--- config.mk ---
export PLATFORM = sky130hd
export DESIGN_NAME = tdc_spi_master_n
export DESIGN_NICKNAME = d
export VERILOG_FILES = /design/src/rtl/tdc_spi_master_n.sv
export SDC_FILE = /design/constraint.sdc
export NUM_CORES = 1
export LEC_CHECK = 0
export CORE_AREA = 2 2 65 67
export DETAILED_ROUTE_END_ITERATION = 8
export DIE_AREA = 0 0 67 69
export PLACE_DENSITY = 0.78
export SLEW_MARGIN = 10
export SYNTH_ARGS = -nofsm -noshare
export SYNTH_HDL_FRONTEND = slang
export SYNTH_SLANG_ARGS = --single-unit
--- constraint.sdc ---
create_clock -name clk -period 4.1 [get_ports clk]
set_input_delay 0.82 -clock clk [delete_from_list [all_inputs] [get_ports clk]]
set_output_delay 0.82 -clock clk [all_outputs]
set_load 0.05 [all_outputs]
--- src/rtl/tdc_spi_master_n.sv ---
`default_nettype none
// ============================================================================
// Module   : tdc_spi_master_n
// Purpose  : SPI master for a TDC front end; configurable CPOL/CPHA, word
//            width, SCK divider, CS burst hold and abort with CS recovery gap.
// Revision : 1.0 - initial release
// ============================================================================
module tdc_spi_master_n #(
    parameter int CLK_DIV = 2,
    parameter int DATA_W  = 8,
    parameter int CPOL    = 0,
    parameter int CPHA    = 0,
    parameter int CS_GAP  = 2
) (
    input  logic              clk,
    input  logic              rst,
    input  logic              start,
    input  logic [DATA_W-1:0] data_in,
    input  logic              cs_keep,
    input  logic              abort,
    input  logic              miso,
    output logic              mosi,
    output logic              sck,
    output logic              cs,
    output logic [DATA_W-1:0] data_out,
    output logic              busy,
    output logic              new_data
);

    localparam int c_DIV_W  = $clog2(CLK_DIV + 1);
    localparam int c_EDGE_W = $clog2(2 * DATA_W + 1);
    localparam int c_GAP_W  = $clog2(CS_GAP + 1);

    localparam logic [c_DIV_W-1:0]  c_DIV_LAST  = c_DIV_W'(CLK_DIV - 1);
    localparam logic [c_EDGE_W-1:0] c_EDGE_LAST = c_EDGE_W'(2 * DATA_W - 1);
    localparam logic [c_EDGE_W-1:0] c_EDGE_ALL  = c_EDGE_W'(2 * DATA_W);
    localparam logic [c_GAP_W-1:0]  c_GAP_LAST  = c_GAP_W'(CS_GAP - 1);
    localparam logic                c_SCK_IDLE  = (CPOL != 0);
    localparam logic                c_CPHA1     = (CPHA != 0);

    typedef enum logic [2:0] {
        IDLE     = 3'd0,
        SETUP    = 3'd1,
        TRANSFER = 3'd2,
        HOLD     = 3'd3,
        GAP      = 3'd4
    } state_t;

    state_t              r_state, w_state_nxt;
    logic [c_DIV_W-1:0]  r_div,   w_div_nxt;
    logic [c_EDGE_W-1:0] r_edge,  w_edge_nxt;
    logic [c_GAP_W-1:0]  r_gap,   w_gap_nxt;
    logic [DATA_W-1:0]   r_shift, w_shift_nxt;
    logic [DATA_W-1:0]   r_dout,  w_dout_nxt;
    logic                r_keep,  w_keep_nxt;
    logic                r_cs,    w_cs_nxt;
    logic                r_sck,   w_sck_nxt;
    logic                r_mosi,  w_mosi_nxt;
    logic                r_nd,    w_nd_nxt;
    logic                w_do_edge;

    // r_edge counts SCK edges already produced; the edge index parity gives
    // leading (even) versus trailing (odd).
    always_comb begin
        w_state_nxt = r_state;
        w_div_nxt   = r_div;
        w_edge_nxt  = r_edge;
        w_gap_nxt   = r_gap;
        w_shift_nxt = r_shift;
        w_keep_nxt  = r_keep;
        w_cs_nxt    = r_cs;
        w_sck_nxt   = r_sck;
        w_mosi_nxt  = r_mosi;
        w_dout_nxt  = r_dout;
        w_nd_nxt    = 1'b0;
        w_do_edge   = 1'b0;

        if (abort) begin
            w_state_nxt = GAP;
            w_cs_nxt    = 1'b1;
            w_sck_nxt   = c_SCK_IDLE;
            w_mosi_nxt  = 1'b0;
            w_div_nxt   = '0;
            w_edge_nxt  = '0;
            w_gap_nxt   = '0;
        end else begin
            case (r_state)
                IDLE: begin
                    if (start) begin
                        w_state_nxt = SETUP;
                        w_shift_nxt = data_in;
                        w_keep_nxt  = cs_keep;
                        w_cs_nxt    = 1'b0;
                        w_sck_nxt   = c_SCK_IDLE;
                        w_mosi_nxt  = data_in[DATA_W-1];
                        w_div_nxt   = '0;
                        w_edge_nxt  = '0;
                    end
                end
                SETUP: begin
                    if (r_div == c_DIV_LAST) begin
                        w_state_nxt = TRANSFER;
                        w_div_nxt   = '0;
                        w_do_edge   = 1'b1;
                    end else begin
                        w_div_nxt = r_div + 1'b1;
                    end
                end
                TRANSFER: begin
                    if (r_div == c_DIV_LAST) begin
                        w_div_nxt = '0;
                        if (r_edge == c_EDGE_ALL) begin
                            w_state_nxt = HOLD;
                        end else begin
                            w_do_edge = 1'b1;
                        end
                    end else begin
                        w_div_nxt = r_div + 1'b1;
                    end
                end
                HOLD: begin
                    if (r_div == c_DIV_LAST) begin
                        w_dout_nxt = r_shift;
                        w_nd_nxt   = 1'b1;
                        w_mosi_nxt = 1'b0;
                        w_div_nxt  = '0;
                        w_edge_nxt = '0;
                        w_gap_nxt  = '0;
                        if (r_keep) begin
                            w_state_nxt = IDLE;
                        end else begin
                            w_state_nxt = GAP;
                            w_cs_nxt    = 1'b1;
                        end
                    end else begin
                        w_div_nxt = r_div + 1'b1;
                    end
                end
                GAP: begin
                    if (r_gap == c_GAP_LAST) begin
                        w_state_nxt = IDLE;
                    end else begin
                        w_gap_nxt = r_gap + 1'b1;
                    end
                end
                default: begin
                    w_state_nxt = IDLE;
                    w_cs_nxt    = 1'b1;
                    w_sck_nxt   = c_SCK_IDLE;
                end
            endcase
        end

        // Receive and transmit share one register: sampling shifts miso in
        // at the LSB, which also exposes the next transmit bit at the MSB.
        if (w_do_edge) begin
            w_edge_nxt = r_edge + 1'b1;
            w_sck_nxt  = ~r_sck;
            if (r_edge[0] == c_CPHA1) begin
                w_shift_nxt = {r_shift[DATA_W-2:0], miso};
            end else if (r_edge != c_EDGE_LAST) begin
                w_mosi_nxt = r_shift[DATA_W-1];
            end
        end
    end

    always_ff @(posedge clk or negedge rst) begin
        if (!rst) begin
            r_state <= IDLE;
            r_div   <= '0;
            r_edge  <= '0;
            r_gap   <= '0;
            r_shift <= '0;
            r_dout  <= '0;
            r_keep  <= 1'b0;
            r_cs    <= 1'b1;
            r_sck   <= c_SCK_IDLE;
            r_mosi  <= 1'b0;
            r_nd    <= 1'b0;
        end else begin
            r_state <= w_state_nxt;
            r_div   <= w_div_nxt;
            r_edge  <= w_edge_nxt;
            r_gap   <= w_gap_nxt;
            r_shift <= w_shift_nxt;
            r_dout  <= w_dout_nxt;
            r_keep  <= w_keep_nxt;
            r_cs    <= w_cs_nxt;
            r_sck   <= w_sck_nxt;
            r_mosi  <= w_mosi_nxt;
            r_nd    <= w_nd_nxt;
        end
    end

    assign mosi     = r_mosi;
    assign sck      = r_sck;
    assign cs       = r_cs;
    assign data_out = r_dout;
    assign busy     = (r_state != IDLE);
    assign new_data = r_nd;

endmodule
`default_nettype wire

== Word-level counts from Yosys, hierarchy flattened ==
Cells that the tools add are included.

* $add $sub $neg: 3
* $mul: 0
* Divide/modulo/power cells: 0
* $lt $le $gt $ge: 0
* Equality and inequality tests: 20
* Shift operators: 0
* Muxes and demuxes: 49
* Bitwise gates (word level): 2
* Reductions and logical operators: 16

{| class="wikitable"
|+ Operators by type and width
! kind !! count
|-
| 2-to-1 mux 8 bit || 5
|-
| 2-to-1 mux 3 bit || 8
|-
| != test 3 bit (second input constant) || 8
|-
| 2-to-1 mux 5 bit || 4
|-
| 2-to-1 mux 1 bit || 18
|-
| case mux 3 bit (5 select lines) || 1
|-
| 2-to-1 mux 2 bit || 6
|-
| AND reduction 3 bit || 4
|-
| case mux 5 bit (2 select lines) || 1
|-
| nonzero test 3 bit || 3
|-
| != test 4 bit (second input constant) || 2
|-
| case mux 2 bit (2 select lines) || 2
|-
| == test 3 x 2 -> 1 bit (second input constant) || 2
|-
| case mux 1 bit (2 select lines) || 3
|-
| AND reduction 6 bit || 1
|-
| OR reduction 3 bit || 2
|-
| adder 5 x 1 -> 5 bit (second input constant) || 1
|-
| == test 5 bit (second input constant) || 1
|-
| != test 5 x 4 -> 1 bit (second input constant) || 1
|-
| adder 2 x 1 -> 2 bit (second input constant) || 2
|-
| == test 2 x 1 -> 1 bit (second input constant) || 2
|-
| AND reduction 2 bit || 2
|-
| AND reduction 4 bit || 1
|-
| nonzero test 4 bit || 1
|-
| 8 further kinds || 9
|}

* Bits in registers: 33
* Latch bits: 0
* Memory bits (writable): 0
* Memory bits (read-only): 0
* Bits of input ports: 14
* Output and inout port bits: 13
* Logic and storage cells: 101
* Memories: 0

== Depth between registers and ports, before layout ==
* Depth in word-level cells: 7
* Depth in mapped cells: 6
* Gate-level depth less buffers: 6

== Least setup slack after synthesis ==
Ideal clock, no wire load.

* Kind: input to register
* From: input abort
* To: register r_mosi, in the netlist mosi
* Library setup time: 0.125 ns
* Arrival time: 2.278 ns
* Data required time: 3.975 ns
* Path slack: 1.697 ns
* Cell stages on the path: 5
* Buffers on the path: 1
* Cells stage by stage: buf_6 -> or4b_4 -> a211o_2 -> nor3_2 -> mux2_2

* Longest elaborated chain between the ends: 4
* Elaborated cells between the ends (all ways): 5
* Classes of those cells: mux (5)

{| class="wikitable"
|+ RTL lines
! item !! RTL line !! source
|-
| start: declaration || 20 || <nowiki>input logic abort,</nowiki>
|-
| 2-to-1 mux 1 bit || 78 || <nowiki>if (abort) begin</nowiki>
|-
| 2-to-1 mux 1 bit || 161 || <nowiki>end else if (r_edge != c_EDGE_LAST) begin</nowiki>
|-
| 2-to-1 mux 1 bit || 159 || <nowiki>if (r_edge[0] == c_CPHA1) begin</nowiki>
|-
| 2-to-1 mux 1 bit * || 156 || <nowiki>if (w_do_edge) begin</nowiki>
|-
| named net w_mosi_nxt || 58 || <nowiki>logic r_mosi, w_mosi_nxt;</nowiki>
|-
| end signal: assignment || 190 || <nowiki>r_mosi <= w_mosi_nxt;</nowiki>
|-
| end: declaration || 58 ||
|}

Mark *: on every way through the listed nets, which the timed path passes. The rest lies on a longest branch.
A chain may end at the register's enable or synchronous reset.

== Final worst setup path ==
* From: input abort
* To: register r_shift[6]

* Longest elaborated chain between the ends: 3
* Elaborated cells between the ends (all ways): 4
* Classes of those cells: mux (4)

{| class="wikitable"
|+ RTL lines
! item !! RTL line !! source
|-
| 2-to-1 mux 8 bit || 78 ||
|-
| 2-to-1 mux 8 bit || 159 ||
|-
| 2-to-1 mux 8 bit * || 156 ||
|-
| named net w_shift_nxt[6] || 53 || <nowiki>logic [DATA_W-1:0] r_shift, w_shift_nxt;</nowiki>
|-
| end signal: assignment || 185 || <nowiki>r_shift <= w_shift_nxt;</nowiki>
|-
| end: declaration || 53 ||
|}

Marks and branches as above.

==> results.txt <==
Inserted Diodes: 0
number of global-route vias before repair: 1238
Final period util: 0.707
CTS tree: done
Setup Fix Bufs, Post-CTS: 0
core area: 3910 sq um
Slew HR: 0.445
final hold slack: 0.483 ns
Ports: 27
Setup Viol. Count Final: 0
DR WL/cell: 15.2 um
Synth Area in Simple Gates: 0.157
initial antenna violation count: 0
via count: 1293
Synth Area in XOR/XNOR: 0.0103
synthesized flop and latch total: 33
Post-Syn Area per Cell: 11.2 sq um
worst hold path type: reg -> reg
clock slew at reported path FFs: 0.07 ns
maximum VDD drop: 241 uV
critical path peak fanout: 17
Die Y: 69 um
Syn Nets: 170
Post-route DRC: 0
outcome: complete, no violations
dpl cells: 222
Routed WL: 3500 um
Die X: 67 um
Fin. Hold Viols: 0
Worst Hold Launch: r_keep
Gate Count Post-Synth: 152
startpoint types: input port
Synth area leaders: dfrtp_1, mux2_2, mux2i_1, o21ai_0, ha_1
TritonCTS Buffers: 5
HPWL Detailed: 2430 um
Post-synth EDFFs: 0
port bufs: 26
RSZ-0062 raised after global routing: false
Finished Core Util: 0.537
Area Growth Syn to Fin: 23.8%
die area: 4620 sq um
post-synthesis instance area: 1700 sq um
skew final: 0.00642 ns
Num Clock Sinks: 33
Post-CTS Resized: 0
Ys Warns: 0
Synth Area in Compound Gates: 0.136
Final Critical Period: 2.90 ns
fill count: 360
routed wl met2: 1750 um
Yosys top cell by area: dfrtp_1
max_cap viols: 0
top sig layer: met4
Worst Tran Pin Value: 0.833 ns
Max Fclk: 345 MHz
row count: 23
top_reg_cell synth: dfrtp_1
Worst setup startpoint: abort
Arr. time, crit path: 3.03 ns
hold buffers post-CTS: 0
fin nets: 197
GRT Util Overall: 0.164
largest net degree at the start of global routing: 34
gpl congestion: 0.923
CTS H-tree lvls: 2
sequential share of the synthesized area: 0.487
worst r2r src: r_state[2]
most common cell after layout, fill and taps aside: dfrtp_1
critical path type: in -> reg
first-pass GRT wire length: 5770 um
synth unique cells: 43
power per cell area: 446 nW/um^2
share of the synthesized area in the top cell type: 0.471
Final Max Slew Viols: 0
proportion of layout cells with a drive suffix above 1: 0.172
Met3 Routed Length: 197 um
Initial Utilization: 0.434
Leakage: 0.000862 uW
gr ovfl total: 0
antenna-violating nets left: 0
DR vias/cell: 5.62
worst-skew pair later-pin latency: 0.29 ns
largest family of logic cells by synthesized area: simple AND/OR/NAND/NOR gates
post-synthesis adder-cell area fraction: 0.0295
met1 WL: 1460 um
DRT iter0 DRCs: 161
total chip power: 938 uW
most frequent cells in the layout: dfrtp_1, clkdlybuf4s50_1, mux2_2, nand2_1, o21ai_0
CTS Root Cell: clkbuf_8
final non-filler cell total: 230
asr flop ratio synth: 1.00
Initial DRT Pass Iterations: 4
Required @ worst endpoint: 4.24 ns
Clock Path Buffers: 2
Setup TNS: 0 ns
Critical Path Sink Type: flip-flop
mux contribution to synthesized area: 0.138
## area by class of cell
class,count,area (sq um),share of cell area
clock inverters,3,46.3,0.0220
multi-input cells,104,801,0.381
flip-flops and latches,33,827,0.393
inverters,8,30.0,0.0143
clock buffers,5,68.8,0.0327
well taps,50,62.6,0.0297
repair buffers,27,268,0.127
## critical path, stage by stage
cell and delay, ns:
clkdlybuf4s50_1 0.59, or4b_4 0.65, a2111oi_4 0.75, o21ai_0 0.22
## worst paths after layout
check | end | slack [ns] | cells past startpoint
worst min-delay path | r_state[2] | 0.48 | 1
worst max register to register | r_shift[6] | 1.84 | 3
worst min register to register | r_state[2] | 0.48 | 1
max in group asynchronous | cs | 2.84 | 2
worst max-delay path | r_shift[6] | 1.20 | 4
min in group asynchronous | new_data | 0.94 | 2
## flip-flops by register name (all words and copies together) (netlist names), 2 cells and up
| name | count |
|---|---|
| data_out | 8 |
| r_div | 2 |
| r_edge | 5 |
| r_gap | 2 |
| r_shift | 8 |
| r_state | 3 |
## cells by family after synthesis
kind of cell,after synthesis
buf+inv,15
fa+ha+maj,4
simple gates,46
flops,33
xor+xnor,2
mux,22
compound gates,30
## metal layers
layer,GRT usage,vias up
li1,-,601
met1,0.204,636
met2,0.254,47
met3,0.0392,9
met4,0.0930,0
met5,0,-
## per-stage QoR
step / area, sq um / setup slack [ns]
6_report: 2100 / 1.20
5_1_grt: 2100 / 1.06
4_1_cts: 2100 / 1.19
3_5_place_dp: 1990 / 0.862
3_3_place_gp: 1990 / 0.971
2_1_floorplan: 1700 / 1.70
## synthesized netlist by cell type, types with 2 or more instances
cell	n
nor3_1	3
nor2_1	9
nand2b_1	2
ha_1	4
xnor2_1	2
a211o_1	2
clkbuf_1	5
a31oi_1	2
nand2_1	11
buf_6	2
mux2_2	12
o21ai_0	11
or3_1	3
nor3b_1	2
inv_1	8
dfrtp_1	32
nand3_1	6
mux2i_1	10
a21oi_1	2
## power breakdown
group          internal, uW  switching [uW]  leakage [uW]
registers               387            61.7      0.000435
clock network           182             126     0.0000543
logic                  86.0            96.2      0.000373
No activity file was read; power rests on OpenSTA's default activity.
